**src/rtl/pipeline_elastic_stage_if.sv**
```systemverilog
// One valid/ready link carrying an early payload and a late payload that trails it by a cycle.
// The producer side uses the master modport and the consumer side uses the slave modport.
interface pipeline_elastic_stage_if #(
  parameter int DATA_WIDTH = 32,
  parameter int LATE_WIDTH = 32
);
  logic                  valid;
  logic                  ready;
  logic [DATA_WIDTH-1:0] data;
  logic [LATE_WIDTH-1:0] late;

  modport master (output valid, output data, output late, input  ready);
  modport slave  (input  valid, input  data, input  late, output ready);
endinterface

```
**src/rtl/pipeline_elastic_stage.sv**
```systemverilog
// Two-entry elastic pipeline register (main + skid) with a registered in_ready, synchronous flush
// and a late lane whose payload arrives one cycle after its entry is accepted.
module pipeline_elastic_stage #(
  parameter int                    DATA_WIDTH = 32,
  parameter int                    LATE_WIDTH = 32,
  parameter logic [DATA_WIDTH-1:0] RESET_DATA = '0
) (
  input  logic                             clk,
  input  logic                             rst,
  input  logic                             flush,
  pipeline_elastic_stage_if.slave          in_bus,
  pipeline_elastic_stage_if.master         out_bus,
  output logic [1:0]                       count
);

  logic                  r_main_valid, r_skid_valid;
  logic                  r_main_fresh, r_skid_fresh;
  logic [DATA_WIDTH-1:0] r_main_data,  r_skid_data;
  logic [LATE_WIDTH-1:0] r_main_late,  r_skid_late;

  logic                  w_main_valid_d, w_skid_valid_d;
  logic                  w_main_fresh_d, w_skid_fresh_d;
  logic [DATA_WIDTH-1:0] w_main_data_d,  w_skid_data_d;
  logic [LATE_WIDTH-1:0] w_main_late_d,  w_skid_late_d;

  logic                  w_accept, w_pop;
  logic [LATE_WIDTH-1:0] w_main_late, w_skid_late;

  assign w_accept = in_bus.valid & ~r_skid_valid;
  assign w_pop    = r_main_valid & out_bus.ready;

  // A slot written at the previous edge takes its late value straight from the late lane.
  assign w_main_late = r_main_fresh ? in_bus.late : r_main_late;
  assign w_skid_late = r_skid_fresh ? in_bus.late : r_skid_late;

  always_comb begin
    // NOTE: every next-state signal gets a default first so no path leaves it unassigned (no latches).
    w_main_valid_d = r_main_valid;
    w_skid_valid_d = r_skid_valid;
    w_main_data_d  = r_main_data;
    w_skid_data_d  = r_skid_data;
    w_main_late_d  = w_main_late;
    w_skid_late_d  = w_skid_late;
    w_main_fresh_d = 1'b0;
    w_skid_fresh_d = 1'b0;

    if (flush) begin
      w_main_valid_d = 1'b0;
      w_skid_valid_d = 1'b0;
      w_main_data_d  = RESET_DATA;
      w_skid_data_d  = RESET_DATA;
    end else if (!r_main_valid || (w_pop && !r_skid_valid)) begin
      w_main_valid_d = w_accept;
      if (w_accept) begin
        w_main_data_d  = in_bus.data;
        w_main_fresh_d = 1'b1;
      end
    end else if (!w_pop) begin
      // Main is held; a new entry lands in skid and in_ready drops next cycle.
      if (w_accept) begin
        w_skid_valid_d = 1'b1;
        w_skid_data_d  = in_bus.data;
        w_skid_fresh_d = 1'b1;
      end
    end else begin
      w_main_data_d  = r_skid_data;
      w_main_late_d  = w_skid_late;
      w_skid_valid_d = 1'b0;
    end
  end

  // NOTE: sequential state uses non-blocking assignments so every flop samples pre-edge values.
  always_ff @(posedge clk or posedge rst) begin
    if (rst) begin
      r_main_valid <= 1'b0;
      r_skid_valid <= 1'b0;
      r_main_fresh <= 1'b0;
      r_skid_fresh <= 1'b0;
      r_main_data  <= RESET_DATA;
      r_skid_data  <= RESET_DATA;
      r_main_late  <= '0;
      r_skid_late  <= '0;
    end else begin
      r_main_valid <= w_main_valid_d;
      r_skid_valid <= w_skid_valid_d;
      r_main_fresh <= w_main_fresh_d;
      r_skid_fresh <= w_skid_fresh_d;
      r_main_data  <= w_main_data_d;
      r_skid_data  <= w_skid_data_d;
      r_main_late  <= w_main_late_d;
      r_skid_late  <= w_skid_late_d;
    end
  end

  assign in_bus.ready  = ~r_skid_valid;
  assign out_bus.valid = r_main_valid;
  assign out_bus.data  = r_main_data;
  assign out_bus.late  = w_main_late;
  assign count         = {1'b0, r_main_valid} + {1'b0, r_skid_valid};

endmodule

```
**src/flat_wrapper.sv**
```systemverilog
// flat-port wrapper written by rule: the top's interface ports become plain ports
module pipeline_elastic_stage_flat 
#(
  parameter int                    DATA_WIDTH = 32,
  parameter int                    LATE_WIDTH = 32,
  parameter logic [DATA_WIDTH-1:0] RESET_DATA = '0
)
  (clk, rst, flush, count, in_bus_valid, in_bus_data, in_bus_late, in_bus_ready, out_bus_valid, out_bus_data, out_bus_late, out_bus_ready);
  pipeline_elastic_stage_if #(.DATA_WIDTH(DATA_WIDTH), .LATE_WIDTH(LATE_WIDTH)) in_bus_i ();
  pipeline_elastic_stage_if #(.DATA_WIDTH(DATA_WIDTH), .LATE_WIDTH(LATE_WIDTH)) out_bus_i ();
  input  logic clk;
  input  logic rst;
  input  logic flush;
  output logic [1:0] count;
  input wire logic [$bits(in_bus_i.valid)-1:0] in_bus_valid;
  input wire logic [$bits(in_bus_i.data)-1:0] in_bus_data;
  input wire logic [$bits(in_bus_i.late)-1:0] in_bus_late;
  output wire logic [$bits(in_bus_i.ready)-1:0] in_bus_ready;
  output wire logic [$bits(out_bus_i.valid)-1:0] out_bus_valid;
  output wire logic [$bits(out_bus_i.data)-1:0] out_bus_data;
  output wire logic [$bits(out_bus_i.late)-1:0] out_bus_late;
  input wire logic [$bits(out_bus_i.ready)-1:0] out_bus_ready;
  assign in_bus_i.valid = in_bus_valid;
  assign in_bus_i.data = in_bus_data;
  assign in_bus_i.late = in_bus_late;
  assign in_bus_ready = in_bus_i.ready;
  assign out_bus_valid = out_bus_i.valid;
  assign out_bus_data = out_bus_i.data;
  assign out_bus_late = out_bus_i.late;
  assign out_bus_i.ready = out_bus_ready;
  pipeline_elastic_stage #(.DATA_WIDTH(DATA_WIDTH), .LATE_WIDTH(LATE_WIDTH), .RESET_DATA(RESET_DATA)) u_core (.clk(clk), .rst(rst), .flush(flush), .in_bus(in_bus_i), .out_bus(out_bus_i), .count(count));
endmodule
```
**config.mk**
```make
export PLATFORM = sky130hd
export DESIGN_NAME = pipeline_elastic_stage_flat
export DESIGN_NICKNAME = d
export VERILOG_FILES = /design/src/rtl/pipeline_elastic_stage_if.sv /design/src/rtl/pipeline_elastic_stage.sv /design/src/flat_wrapper.sv
export SDC_FILE = /design/constraint.sdc
export NUM_CORES = 1
export LEC_CHECK = 0
export BUFFER_PORTS_ARGS = -buffer_cell sky130_fd_sc_hd__buf_2
export CORE_ASPECT_RATIO = 1.5
export CORE_MARGIN = 3
export CORE_UTILIZATION = 56
export CTS_BUF_LIST = sky130_fd_sc_hd__clkbuf_4
export DETAILED_ROUTE_END_ITERATION = 6
export GPL_ROUTABILITY_DRIVEN = 0
export PLACE_DENSITY = 0.8
export SETUP_SLACK_MARGIN = 0.3
export SLEW_MARGIN = 10
export SYNTH_ARGS = -nofsm -noshare
export SYNTH_HDL_FRONTEND = slang
export SYNTH_SLANG_ARGS = --single-unit
```
**constraint.sdc**
```tcl
create_clock -name clk -period 4.71 [get_ports clk]
set_clock_uncertainty 0.05 [all_clocks]
set_input_delay 0 -clock clk [delete_from_list [all_inputs] [get_ports clk]]
set_output_delay 0 -clock clk [all_outputs]
set_load 0.01 [all_outputs]
```
==> results of run 1 <==
-- report_power, final --
part / internal [mW] / switching [mW]
registers: 1.31 / 0.0644
logic: 0.319 / 0.322
clock network: 0.416 / 0.413
-- path summary, 6_finish.rpt --
path	end	depth (start not counted)	startpoint
max	u_core.r_main_late[14]$_DFF_PP0_	2	u_core.out_bus.valid$_DFFE_PP0P_
min	u_core.r_main_late[22]$_DFF_PP0_	3	rst
max reg2reg	u_core.r_main_late[14]$_DFF_PP0_	2	u_core.out_bus.valid$_DFFE_PP0P_
min reg2reg	u_core.r_skid_late[16]$_DFF_PP0_	1	u_core.r_skid_late[16]$_DFF_PP0_
max in group asynchronous	u_core.r_skid_data[28]$_DFFE_PP0P_	4	rst
min in group clk	u_core.out_bus.valid$_DFFE_PP0P_	3	flush
-- cell type report --
class / count / area, um2
flip-flops and latches: 132 / 3300
well taps: 144 / 180
multi-input cells: 304 / 2480
repair buffers: 212 / 1420
fillers: 739 / 2880
clock inverters: 14 / 184
inverters: 3 / 13.8
clock buffers: 17 / 128
-- critical path, cell delays in order (launching register included) --
cell,delay [ns]
dfrtp_1,0.55
nand4b_2,0.89
mux2_2,0.63
-- state kept, by name (all words and copies together) (netlist names) --
signal	cells
u_core.r_main_late	32
u_core.r_skid_data	32
u_core.r_main_fresh	1
u_core.r_skid_fresh	1
u_core.r_skid_late	32
u_core.out_bus.data	32
u_core.r_skid_valid	1
u_core.out_bus.valid	1
-- timing repair --
item | in CTS | in global routing
endpoints found under the setup margin | 0 | 0
hold buffers | 68 | 0
hold endpoints to repair | 199 | 0
-- logic make-up after synthesis --
group | synth area share, %
adder cells (fa/ha/maj) | 0.206
buffers and inverters | 5.06
flip-flops | 54.3
AND/OR/NAND/NOR | 7.01
multiplexers | 18.0
AO/OA/AOI/OAI | 15.4
-- cells in the mapped netlist, drive strengths merged --
master | number | area [um2]
a211oi | 34 | 255
a21o | 1 | 15.0
a21oi | 2 | 10.0
a22o | 32 | 280
a31oi | 32 | 200
buf | 34 | 236
clkbuf | 16 | 60.1
dfrtp | 132 | 3300
ha | 1 | 12.5
inv | 3 | 11.3
mux2 | 97 | 1100
nand2 | 1 | 3.75
nand2b | 3 | 18.8
nand3 | 32 | 160
nand4b | 1 | 15.0
nor2b | 34 | 213
nor3 | 1 | 16.3
o21ai | 32 | 160
o21ba | 1 | 16.3
-- per-layer routing --
layer	global-route usage, %	routed length, um	vias to the layer above
met1	32.4	6040	2445
met2	44.7	8170	214
li1	-	-	2169
met5	0	0	-
met3	6.38	1010	18
met4	9.40	201	0
==> key figures, run 1 <==
Status
  – Status: completed

Die
  – # rows: 46
  – I/O Pins: 137
  – Die Ht: between 100 and 150 um
  – DIE AREA: roughly 12,000 um2
  – Initial core utilization: about 57%
  – CORE AREA: approximately 11,000 um2
  – Chip Width: just over 90 um

Flow run
  – Max cap viols: 0

Routing
  – DRT antenna net count: 0
  – Drt initial violations: slightly below 300
  – Drt total wl: 15,400 um
  – First-pass DRT Iterations: 6
  – Total number of vias: between 4,000 and 5,000
  – Via/cell ratio: 5.87
  – Routed wire per std cell: 18.7 um
  – DRC viols: 0

Yosys
  – Post-synthesis sequential area ratio: between 50 and 60%
  – Netlist cell types: 24
  – Syn Area/Cell: 12.4 um2
  – Cell Area, Synth: 6080 um2
  – Post-Syn Instances: between 400 and 500
  – Number of synthesized register bits: approximately 130
  – Synth Net Count: roughly 560
  – Synthesis Warnings: 0

Power and ir drop
  – LEAKAGE: 3.45 nW
  – PD cells: roughly 370 nW/um2
  – Maximum vdd drop: roughly 0.22 mV
  – Total power draw: 2.84 mW

Setup path
  – CP required: roughly 5.1 ns
  – CP Max Fanout: 32
  – Worst EP arrival: between 2 and 3 ns
  – Flop2flop setup slack: approximately 2.5 ns
  – CP Capture Type: flop
  – Crit path kind: reg2reg
  – Startpoint types: flop

Finish
  – Final core occ: ~73%
  – Most common cell after layout, fill and taps aside: buf_2
  – Synth-to-layout area growth: 26.7%
  – Layout cells sized above 1: 40.3%
  – Diodes inserted: 0
  – Fin area: 7710 um2
  – Commonest non-fill, non-tap cells in the layout: 136 x buf_2, 132 x dfrtp_1, 94 x mux2_2
  – Post-route insts no fill: approximately 830
  – Final net count: 740

Placement
  – Area after DPL: 6720 um2
  – IO Port Bufs: ~140
  – Dpl hpwl: 8990 um
  – Cells after DPL: a little over 700
  – Post-place setup slack: 2.34 ns

Timing
  – Hold slack: approximately 0.12 ns
  – Worst slew pin tran: ~1.2 ns
  – Hold Fails Final Rpt: 0
  – Final min period: ~2.2 ns
  – Final worst setup slack: between 2 and 2.5 ns
  – Max Slew Vio Count: 0
  – Fin crit share: between 40% and 50%
  – # setup viols final: 0
  – RSZ-0062 raised after global routing: no
  – Fmax: approximately 450 MHz
  – Setup tns final: 0 ns
  – Rel. slew slack: between 10% and 20%

Clock tree
  – Clk root buf: clkbuf_4
  – TritonCTS Sinks: about 130
  – Clk_lat worst skew: around 0.52 ns
  – Reg clk slew, reported paths: ~0.11 ns
  – CTS tree: done
  – Num CTS Buffers: 17
  – Max clock buf depth: 2
  – H-tree levels: 4
  – Post-CTS setup buffer count: 0
  – Post-CTS Resized: 0

Global routing
  – Largest net degree at the start of global routing: 73
  – Number of global-route vias before repair: 5,152
  – Gr ovfl total: 0
  – Gr usage total: between 20% and 30%
  – First-pass GRT wire length: roughly 26,000 um
  – Antenna violations before repair: 0

Min path
  – Hold Crit Class: in2async
Power figures use the tool's default switching activity.
==> run 2, diff against run 1 <==
==> constraint.sdc (replaced) <==
create_clock -name clk -period 2.3 [get_ports clk]
set_clock_uncertainty 0.05 [all_clocks]
set_input_delay 0 -clock clk [delete_from_list [all_inputs] [get_ports clk]]
set_output_delay 0 -clock clk [all_outputs]
set_load 0.01 [all_outputs]
==> key figures, run 2 (synthesis results as in run 1) <==
Routing
  – Routed wire per std cell: roughly 18 um
  – Drt total wl: around 15,000 um
  – Drt initial violations: about 200
  – DRT antenna net count: 0
  – Total number of vias: 4,830
  – First-pass DRT Iterations: 5
  – DRC viols: 0
  – Via/cell ratio: 5.78

Finish
  – Layout cells sized above 1: between 40 and 50%
  – Fin area: about 7800 um2
  – Final core occ: between 70% and 80%
  – Register area: 3300 um2
  – Most common cell after layout, fill and taps aside: buf_2
  – Multi-input logic area: ~2500 um2
  – Commonest non-fill, non-tap cells in the layout: 136 x buf_2, 132 x dfrtp_1, 94 x mux2_2
  – Final net count: about 750
  – Filler cell count: about 760
  – Synth-to-layout area growth: 27.7%

Status
  – Status: completed

Global routing
  – First-pass GRT wire length: around 25,000 um
  – Antenna violations before repair: 1
  – Gr ovfl total: 0
  – Largest net degree at the start of global routing: between 50 and 60
  – Number of global-route vias before repair: 4,955
  – Gr usage total: between 20% and 30%

Die
  – DIE AREA: around 12,000 um2
  – Initial core utilization: between 50 and 60%
  – # rows: 46
  – I/O Pins: 137
  – Die Ht: around 130 um
  – CORE AREA: about 11,000 um2
  – Chip Width: between 90 and 100 um

Timing
  – Hold Fails Final Rpt: 0
  – Max Slew Vio Count: 0
  – Rel. slew slack: between 60% and 70%
  – Final min period: around 1.8 ns
  – Worst slew pin tran: between 0.4 and 0.5 ns
  – Final worst setup slack: 0.456 ns
  – Setup tns final: 0 ns
  – # setup viols final: 0
  – RSZ-0062 raised after global routing: no
  – Fmax: between 500 and 600 MHz
  – Fin crit share: 80.2%

Power and ir drop
  – LEAKAGE: approximately 3.5 nW
  – Maximum vdd drop: between 0.4 and 0.5 mV
  – PD cells: 734 nW/um2

Clock tree
  – Cts hold-fix bufs: 70
  – Num CTS Buffers: 17
  – CTS tree: done
  – Clk_lat worst skew: 0.53 ns
  – TritonCTS Sinks: ~130
  – Post-CTS setup buffer count: 0
  – Post-CTS Resized: 0
  – H-tree levels: 4
  – Max clock buf depth: 2
  – Reg clk slew, reported paths: 0.12 ns
  – Clk root buf: clkbuf_4

Setup path
  – Worst EP arrival: around 1.8 ns
  – Startpoint types: flop
  – CP Launch Point: u_core.r_main_fresh$_DFF_PP0_
  – CP Capture Type: output port
  – Critical R2R Launch: u_core.out_bus.valid$_DFFE_PP0P_
  – Max stage delay on crit path: roughly 0.4 ns
  – Crit path kind: reg2out
  – Worst path bufs/invs: 2
  – Cells along the critical path: buf_4, mux2_2, buf_2
  – Crit-path slowest cell: mux2_2
  – CP Max Fanout: 32
  – CP required: about 2.3 ns
  – Family with the most delay on the worst path: buffers and inverters

Placement
  – Post-place setup slack: approximately 0.58 ns
  – Area after DPL: 6780 um2
  – Dpl hpwl: between 9000 and 10,000 um
  – IO Port Bufs: about 140

Flow run
  – Max cap viols: 0

Min path
  – Hold path start: in_bus_data[13]
  – Hold Crit Class: in2reg
-- run 2: cell count changes in the layout (fill, tap and decap cells not counted) --
| cell | change |
|---|---|
| bufinv_16 | -1 |
| dlygate4sd3_1 | +2 |
| buf_12 | +1 |
| clkinvlp_4 | +1 |
| inv_6 | -2 |
| buf_4 | +6 |
| clkinv_1 | +2 |
| clkinv_2 | -1 |
| inv_4 | -1 |
| clkbuf_4 | +2 |
| diode_2 | +1 |
-- run 2: layer usage --
layer	vias up	GRT usage [%]	part of all wire [%]
met5	-	0	0
met4	0	9.82	2.3
met3	32	5.54	5.6
met2	201	44.9	53
met1	2403	31.3	39
li1	2194	-	-
-- run 2: layout make-up --
| cell class | instances | share of cell area [%] |
|---|---|---|
| Multi-Input combinational cell | 304 | 31.9 |
| Clock inverter | 12 | 1.79 |
| Timing Repair Buffer | 221 | 19.4 |
| Inverter | 3 | 0.193 |
| Tap cell | 144 | 2.32 |
| Clock buffer | 19 | 1.84 |
| Sequential cell | 132 | 42.5 |
| Antenna cell | 1 | 0.0322 |
-- run 2: path summary, 6_finish.rpt --
kind	cells past startpoint	to	slack, ns
setup / recovery	3	out_bus_late[3]	0.46
hold / removal	3	u_core.r_skid_data[13]$_DFFE_PP0P_	0.17
setup reg to reg	3	u_core.out_bus.data[20]$_DFFE_PP0P_	0.53
hold reg to reg	1	u_core.r_skid_late[26]$_DFF_PP0_	0.46
max in group asynchronous	5	u_core.out_bus.data[8]$_DFFE_PP0P_	0.92
min in group asynchronous	4	u_core.r_skid_data[25]$_DFFE_PP0P_	0.57
-- run 2: metrics by stage --
step / cells / power (mW) / hold WS, ns
floorplan: 489 / 3.64 / 0.0411
global placement: 734 / 3.99 / -0.0211
detailed placement: 734 / 4.07 / -0.0172
CTS: 835 / 5.73 / 0.129
global route: 836 / 5.99 / 0.159
finish: 836 / 5.70 / 0.173
-- run 2: where the power goes --
| group | switching (mW) | total (mW) | internal [mW] |
|---|---|---|---|
| Combinational | 0.655 | 1.32 | 0.666 |
| Sequential | 0.138 | 2.82 | 2.68 |
| Clock | 0.811 | 1.57 | 0.755 |
| Total | 1.60 | 5.70 | 4.10 |
-- run 2: worst reg2reg max path: stages (launching register included) --
cell and delay [ns]:
dfrtp_1 0.56, mux2_4 0.47, a21o_4 0.40, a31oi_1 0.16
